===== src/rtl/sprite_rom_arbiter.sv =====
// Round-robin arbiter sharing one registered-output sprite ROM among NREQ renderers.
// Combinational grant, fixed 2-cycle request-to-data latency; losers hold i_req until granted.
module sprite_rom_arbiter #(
  parameter int NREQ   = 4,
  parameter int ADDR_W = 10,
  parameter int DATA_W = 8,
  parameter int DEPTH  = 806
) (
  input  logic                   i_clk2,
  input  logic                   i_rst,
  input  logic [NREQ-1:0]        i_req,
  input  logic [NREQ*ADDR_W-1:0] i_addr,
  output logic [NREQ-1:0]        o_gnt,
  output logic [ADDR_W-1:0]      o_rom_addr,
  input  logic [DATA_W-1:0]      i_rom_data,
  output logic [NREQ-1:0]        o_rvalid,
  output logic [DATA_W-1:0]      o_rdata,
  output logic                   o_err
);

  localparam int PW = (NREQ > 1) ? $clog2(NREQ) : 1;

  logic [PW-1:0]     ptr;
  logic [PW-1:0]     cand;
  logic [PW-1:0]     win_idx;
  logic              win_vld;
  logic [ADDR_W-1:0] win_addr;
  logic              win_oob;

  logic              s1_vld;
  logic [PW-1:0]     s1_idx;
  logic              s1_oob;

  logic              s2_oob;
  logic [DATA_W-1:0] rdata_hold;

  // Scan requesters starting at ptr, wrapping mod NREQ; first active one wins.
  always_comb begin
    win_vld = 1'b0;
    win_idx = '0;
    cand    = '0;
    for (int i = 0; i < NREQ; i++) begin
      cand = PW'((int'(ptr) + i) % NREQ);
      if (!win_vld && i_req[cand]) begin
        win_vld = 1'b1;
        win_idx = cand;
      end
    end
  end

  assign win_addr = i_addr[win_idx*ADDR_W +: ADDR_W];
  assign win_oob  = (32'(win_addr) >= DEPTH);

  always_comb begin
    o_gnt = '0;
    if (win_vld && !i_rst) begin
      o_gnt[win_idx] = 1'b1;
    end
  end

  // Stage 1: address to ROM plus the tag that follows it down the pipe.
  always_ff @(posedge i_clk2 or posedge i_rst) begin
    if (i_rst) begin
      ptr        <= '0;
      s1_vld     <= 1'b0;
      s1_idx     <= '0;
      s1_oob     <= 1'b0;
      o_rom_addr <= '0;
    end else begin
      s1_vld <= win_vld;
      if (win_vld) begin
        ptr        <= (win_idx == PW'(NREQ - 1)) ? '0 : win_idx + 1'b1;
        s1_idx     <= win_idx;
        s1_oob     <= win_oob;
        o_rom_addr <= win_oob ? '0 : win_addr;
      end
    end
  end

  // Stage 2: tag lines up with the ROM's registered output.
  always_ff @(posedge i_clk2 or posedge i_rst) begin
    if (i_rst) begin
      o_rvalid   <= '0;
      s2_oob     <= 1'b0;
      rdata_hold <= '0;
    end else begin
      o_rvalid <= '0;
      if (s1_vld) begin
        o_rvalid[s1_idx] <= 1'b1;
        s2_oob           <= s1_oob;
      end
      if (|o_rvalid) begin
        rdata_hold <= s2_oob ? '0 : i_rom_data;
      end
    end
  end

  // ROM data is already registered inside the ROM; between reads the last byte is held.
  always_comb begin
    o_rdata = rdata_hold;
    if (|o_rvalid) begin
      o_rdata = s2_oob ? '0 : i_rom_data;
    end
  end

  assign o_err = (|o_rvalid) & s2_oob;

  a_gnt_onehot : assert property (@(posedge i_clk2) disable iff (i_rst) $onehot0(o_gnt));
  a_gnt_req    : assert property (@(posedge i_clk2) disable iff (i_rst) (o_gnt & ~i_req) == '0);
  a_rv_onehot  : assert property (@(posedge i_clk2) disable iff (i_rst) $onehot0(o_rvalid));

endmodule


===== config.mk =====
export PLATFORM = sky130hd
export DESIGN_NAME = sprite_rom_arbiter
export DESIGN_NICKNAME = d
export VERILOG_FILES = /design/src/rtl/sprite_rom_arbiter.sv
export SDC_FILE = /design/constraint.sdc
export NUM_CORES = 1
export LEC_CHECK = 0
export BUFFER_PORTS_ARGS = -buffer_cell sky130_fd_sc_hd__buf_2
export CORE_MARGIN = 5
export CORE_UTILIZATION = 50
export DETAILED_ROUTE_END_ITERATION = 10
export GPL_ROUTABILITY_DRIVEN = 0
export PLACE_DENSITY = 0.86
export SETUP_SLACK_MARGIN = 0.5
export SLEW_MARGIN = 15
export SYNTH_ARGS = -nofsm -noshare
export SYNTH_HDL_FRONTEND = slang
export SYNTH_SLANG_ARGS = --single-unit
export TNS_END_PERCENT = 50

===== constraint.sdc =====
create_clock -name i_clk2 -period 5.55 [get_ports i_clk2]
set_input_delay 0.555 -clock i_clk2 [delete_from_list [all_inputs] [get_ports i_clk2]]
set_output_delay 0.555 -clock i_clk2 [all_outputs]
set_load 0.01 [all_outputs]

==> metrics.csv, run 1 <==
metric,value,unit
nFillCells,293,
rr_startpoint,ptr[1],
design.portCount,81,
initial_utilization,0.5098,
antenna_cells,0,
power_switching,0.4208,mW
wl_met2,1.911,mm
crit_buf_inv,2,
regToRegEndpoint,o_rom_addr[1],
synth_simple_gate_area_frac,0.1638,
cts_tree,built,
vdd_ir_drop_max,0.3101,mV
nets,295,
yosys.area_share.adder,0.02965,
routed-via-count,1472,
hold_path_class,in2async,
layout_min_cycle_time,2.880,ns
grt_setup_unrepaired,false,
p_leak,1.116,nW
setup_viol,0,
synth_compound_area_frac,0.1260,
dieArea,4638,um2
power_frac_seq,0.344,
rows,21,
dpl_cell_area,2112,um2
yosys-top-cells-area,"dfrtp_1 (43%), mux2i_1 (12%), mux2_2 (7.3%), nand2_1 (5.3%), o31ai_1 (4.0%)",
numCtsBuffers,5,
timing.slew.headroom,0.3479,
vias_per_cell,5.183,
worst_pin_slew,0.9722,ns
clkTransAtPathRegs,0.10,ns
clock_skew,0.01700,ns
grt_pass1_vias,1398,
grt_max_degree,30,
final_area,2206,um2
critical_path_class,reg2out,
p_int,0.6673,mW
drc,0,
htreeDepth,2,
hpwl,3.043,mm
crit_arrival,2.33,ns
seq_area,725.7,um2
wl_met3,395,um
synth_nets,213,
yosys_warnings,0,
grt_pass1_wl,6.044,mm
clk_latency,0.33,ns
max_cap_viol_count,0,
synth_top_family_by_area,multiplexers,
postCtsSetupBuffers,0,
finalCritPeriodShare,0.5189,
r2r_cells,8,
dieWidth,68.10,um
required,4.99,ns
clock_tree.root_cell,clkbuf_4,
crit_family,compound AO/OA/AOI/OAI gates,
synth.cell_area,1688,um2
post-route-util,0.6663,
synth-xor-area-share,0,
drt_iter0_drc,49,
multi_input_area,914.6,um2
finalMaxSlewViolations,0,
cp_cell_sequence,"mux2i_1, a211oi_4, inv_1, ha_1, and2_1, buf_2",
numPortBuffers,80,
cts.sinks,29,
combinationalPowerShare,0.493,
tns,0,ns
cp-start-kind,flop,
yosys_register_bits,29,
synth_area_per_cell,10.89,um2
dr.pass1.iters,5,
outcome,completed,
wl_per_cell,13.60,um
drive_above_1_share,0.4622,
cts_hold_buf,0,
met1Wirelength,1.478,mm
pwr-share-clk,0.163,
path_max_fanout,15,
power.density,493.2,nW/um2
antenna_found_initial,0,
gr-total-overflow,0,
highest_layer,met4,
coreArea,3311,um2
synth_top_cell_area_share,0.4299,
ant_nets,0,
die_h,68.10,um
cts.path.max_buffers,2,
ys_seq_area_frac,0.4299,
swShare,0.3867,
netlist_instances,155,
yosys-mux-area-fraction,0.2098,
synth_top_cell_by_area,dfrtp_1,
finalWirelength,3.861,mm
hold_violations,0,
r2r_setup_slack,2.90,ns
grt_usage,0.1756,
timing.critical_path.slowest_stage_cell,a211oi_4,
timing.fmax,347.2,MHz
area_growth,30.69,%
cpPeakStageDelay,0.69,ns
ys_types,31,
ctsResizeCount,0,
crit_path_end_kind,output pin,
pre_cts_ws,2.636,ns
setup_ws,2.670,ns
## final cells by class
| cell class | instances | area share |
|---|---|---|
| Inverter | 4 | 0.006807 |
| Multi-Input combinational cell | 116 | 0.4146 |
| Timing Repair Buffer | 81 | 0.1849 |
| Clock buffer | 7 | 0.02496 |
| Sequential cell | 29 | 0.3290 |
| Clock inverter | 1 | 0.01361 |
| Tap cell | 46 | 0.02609 |
## sequential cells by signal, indices dropped and copies added, names as in the netlist
| register | cells |
|---|---|
| o_rvalid | 4 |
| s1_vld | 1 |
| s1_oob | 1 |
| s1_idx | 2 |
| rdata_hold | 8 |
| o_rom_addr | 10 |
| s2_oob | 1 |
| ptr | 2 |
## metal layers
metal	up-vias	track usage
met5	-	0
met4	0	0.07444
met3	9	0.05747
met2	73	0.3020
met1	676	0.1983
li1	714	-
## worst reg2reg max path, stage by stage, from the launching register on
cell and delay [ns]:
dfrtp_1 0.45, nor3b_2 0.20, a211oi_2 0.08, nor2_4 0.57
mux2i_1 0.18, mux2_2 0.33, a311oi_4 0.38, o21a_4 0.25
o31ai_1 0.09
## worst max path at each step
| stage | to | start | cells past startpoint |
|---|---|---|---|
| 6_report | o_gnt[2] | ptr[1] | 6 |
| 5_1_grt | o_gnt[2] | ptr[1] | 6 |
| 4_1_cts | o_gnt[1] | ptr[1] | 7 |
| 3_5_place_dp | o_rom_addr[1] | i_req[1] | 9 |
| 3_3_place_gp | s1_oob | i_req[1] | 9 |
| 2_1_floorplan | o_rom_addr[2] | i_req[3] | 9 |
## power by group through the flow
stage	Clock (mW)	Sequential [mW]	Combinational, mW
after global placement	0	0.368	0.525
after global routing	0.191	0.388	0.593
final	0.177	0.374	0.536
after CTS	0.180	0.369	0.540
after detailed placement	0	0.370	0.540
after floorplan	0	0.380	0.372
## synthesized netlist by cell type
cell	n
dfrtp_1	29
nand2_1	24
mux2i_1	20
mux2_2	11
nand2b_1	10
o31ai_1	9
o21ai_0	8
nor2_1	6
and2_1	4
ha_1	4
inv_1	4
clkbuf_1	3
a21oi_1	2
buf_6	2
mux2_4	2
nor4_1	2
a211oi_2	1
a211oi_4	1
a221oi_1	1
a311oi_4	1
and3_1	1
and3b_1	1
buf_12	1
nand4_1	1
nor2_4	1
nor2b_1	1
nor3_1	1
nor3b_1	1
nor3b_2	1
o21a_4	1
o31ai_2	1
## metrics by stage
stage          total power [mW]  hold WS [ns]  cells
2_1_floorplan            0.7512        0.4486    155
3_3_place_gp             0.8923        0.4673    276
3_5_place_dp             0.9099        0.4723    276
4_1_cts                   1.088        0.4942    284
5_1_grt                   1.172        0.3942    284
6_report                  1.088        0.3328    284
## cell usage in the layout, fill, tap and decap left out, drive strengths merged
master  instances
and3b           1
o31ai          10
buf            81
and2            4
nor3b           2
mux2           13
a311oi          1
and3            1
a221oi          1
nor2b           1
o21a            1
nor4            2
nand2b         10
bufinv          1
clkbuf          7
dfrtp          29
clkinv          1
nand4           1
inv             3
nand2          24
a211oi          2
mux2i          20
a21oi           2
ha              4
nor3            1
o21ai           8
nor2            7
## cell families after synthesis
group,after synthesis
DFF,29
and+or+nand+nor,54
muxes,33
AOI/OAI and AO/OA,25
buffers and inverters,10
adders and majority gates,4
(Power assumes the default switching activity.)
==> inputs of run 2 (changes only) <==
--- a/config.mk
+++ b/config.mk
@@ -7,10 +7,10 @@
 export LEC_CHECK = 0
 export BUFFER_PORTS_ARGS = -buffer_cell sky130_fd_sc_hd__buf_2
 export CORE_MARGIN = 5
-export CORE_UTILIZATION = 50
+export CORE_UTILIZATION = 42
 export DETAILED_ROUTE_END_ITERATION = 10
 export GPL_ROUTABILITY_DRIVEN = 0
-export PLACE_DENSITY = 0.86
+export PLACE_DENSITY = 0.77
 export SETUP_SLACK_MARGIN = 0.5
 export SLEW_MARGIN = 15
 export SYNTH_ARGS = -nofsm -noshare
==> constraint.sdc (replaced) <==
create_clock -name i_clk2 -period 2.3 [get_ports i_clk2]
set_input_delay 0.23 -clock i_clk2 [delete_from_list [all_inputs] [get_ports i_clk2]]
set_output_delay 0.23 -clock i_clk2 [all_outputs]
set_load 0.01 [all_outputs]
==> metrics.csv, run 2 (synthesized netlist as in run 1, its figures left out) <==
metric,value,unit,change
outcome,completed,,
routed-via-count,1442,,-2.0%
dieWidth,73.40,um,+7.8%
power_frac_seq,0.319,,-0.025
dr.pass1.iters,4,,-1
r2r_setup_slack,0.11,ns,-2.79 ns
timing.fmax,455.8,MHz,
power_switching,1.101,mW,+160%
nFillCells,336,,+15%
vias_per_cell,4.922,,-5.0%
pwr-share-clk,0.142,,-0.021
drc,0,,unchanged
finalWirelength,3.813,mm,-1.2%
p_leak,1.185,nW,+6.2%
clock_tree.root_cell,clkbuf_8,,
dp.cells,286,,+3.6%
dieArea,5387,um2,+16%
design.portCount,81,,unchanged
max_cap_viol_count,0,,unchanged
numCtsBuffers,5,,unchanged
finalCritPeriodShare,0.9538,,
postCtsSetupBuffers,0,,unchanged
cts.path.max_buffers,2,,unchanged
htreeDepth,2,,unchanged
critical_path_class,reg2reg,,
cts_hold_buf,0,,unchanged
vdd_ir_drop_max,0.4910,mV,+58%
coreArea,3943,um2,+19%
p_int,1.740,mW,+160%
power.density,1210,nW/um2,+150%
antenna_cells,0,,unchanged
final_common_cell,buf_2,,
largest_register_ff_count,10,,unchanged
swShare,0.3875,,+0.0007941
crit_arrival,2.34,ns,about the same
top_regs,"o_rom_addr: 10 flops, rdata_hold: 8 flops, o_rvalid: 4 flops",,
crit_path_end_kind,flop,,
hold_path_class,in2async,,
mostFrequentLayoutCells,"buf_2 (80), dfrtp_1 (28), mux2i_1 (20)",,
final_area,2347,um2,+6.4%
combinationalPowerShare,0.540,,+0.047
gr-total-overflow,0,,unchanged
grt_setup_unrepaired,true,,
dpl_cell_area,2187,um2,+3.6%
hpwl,2.952,mm,-3.0%
setup_viol,0,,unchanged
grt_usage,0.1428,,-0.03282
grt_max_degree,30,,unchanged
rows,23,,+9.5%
cts.sinks,29,,unchanged
numPortBuffers,80,,unchanged
clkTransAtPathRegs,0.06,ns,-0.04 ns
grt_pass1_wl,6.016,mm,-0.46%
area_growth,39.07,%,
drt_iter0_drc,67,,+37%
clock_skew,0.004274,ns,-0.01272 ns
r2r_cells,9,,+1
finalPower,2.841,mW,+160%
hold_violations,0,,unchanged
grt_pass1_vias,1388,,-0.72%
required,2.45,ns,-2.54 ns
regToRegEndpoint,o_rom_addr[1],,
layout_min_cycle_time,2.194,ns,
cts_tree,built,,
largest_register,o_rom_addr,,
tns,0,ns,unchanged
nets,301,,+2.0%
clk_latency,0.27,ns,-0.06 ns
ant_nets,0,,unchanged
timing.slew.headroom,0.7624,,+0.4145
rr_startpoint,ptr[0],,
wl_per_cell,13.01,um,-4.3%
antenna_found_initial,0,,unchanged
path_max_fanout,14,,-1
die_h,73.40,um,+7.8%
cp-start-kind,flop,,
initial_utilization,0.4281,,-0.08171
drive_above_1_share,0.5473,,+0.08514
final_cells,293,,+3.2%
worst_pin_slew,0.3564,ns,-0.6157 ns
finalMaxSlewViolations,0,,unchanged
run 2: changes by cell type in the layout (fill, tap and decap cells not counted), moves of 2 or more:
cell / change
mux2_2: -2
o21ai_0: -8
nand2_2: +8
mux2_4: +2
nand2_1: -8
o21ai_2: +8
clkbuf_8: +5
buf_4: +3
clkbuf_4: -5
buf_12: +2
run 2: worst max-delay path by stage:
stage | start | end | slack, ns | depth (start not counted)
floorplan | ptr[0] | o_rom_addr[2] | 0.12 | 9
global placement | i_req[3] | s1_oob | 0.14 | 10
detailed placement | ptr[0] | o_rom_addr[9] | 0.1 | 9
CTS | ptr[0] | o_rom_addr[1] | 0.11 | 9
global route | ptr[0] | o_rom_addr[1] | -0.02 | 9
finish | ptr[0] | o_rom_addr[1] | 0.11 | 9
run 2: metrics by stage:
| stage | utilization | setup slack [ns] | hold slack [ns] |
|---|---|---|---|
| floorplan | - | 0.1184 | 0.3081 |
| global placement | 0.5547 | 0.1434 | 0.3243 |
| detailed placement | 0.5547 | 0.09881 | 0.3266 |
| CTS | 0.5789 | 0.1112 | 0.02776 |
| global route | 0.5954 | -0.02060 | 0.06050 |
| finish | 0.5954 | 0.1062 | 0.02380 |
run 2: final cells by class:
class	instances	area [um2]	share of cell area
multi-input combinational	116	974.7	0.4152
tap	50	62.56	0.02665
timing repair buffer	87	481.7	0.2052
sequential	29	726.9	0.3097
inverter	4	15.01	0.006397
clock buffer	7	86.33	0.03678
run 2: metal layers:
metal,wire (um),track usage,vias up,part of all wire
li1,-,-,725,-
met1,1568,0.1741,658,0.41
met2,1896,0.2344,57,0.50
met3,338,0.05609,2,0.089
met4,10,0.04024,0,0.0026
met5,0,0,-,0
run 2: power by group through the flow:
stage | clock network, mW | registers [mW] | logic (mW)
after detailed placement | 0 | 0.891 | 1.41
after floorplan | 0 | 0.916 | 0.902
final | 0.402 | 0.905 | 1.53
after global routing | 0.445 | 0.944 | 1.68
after CTS | 0.419 | 0.888 | 1.42
after global placement | 0 | 0.887 | 1.38
run 2: timing repair:
item / 4_1_cts / 5_1_grt
resized for setup: 3 / 27
pin swaps: 0 / 3
endpoints found under the setup margin: 15 / 23
run 2: critical path: stages (launching register included):
cell	delay, ns
dfrtp_1	0.43
nor3b_4	0.17
a211oi_2	0.21
nor2_4	0.06
buf_12	0.15
mux2i_1	0.11
mux2_4	0.29
a311oi_4	0.32
o21a_4	0.22
o31ai_1	0.09
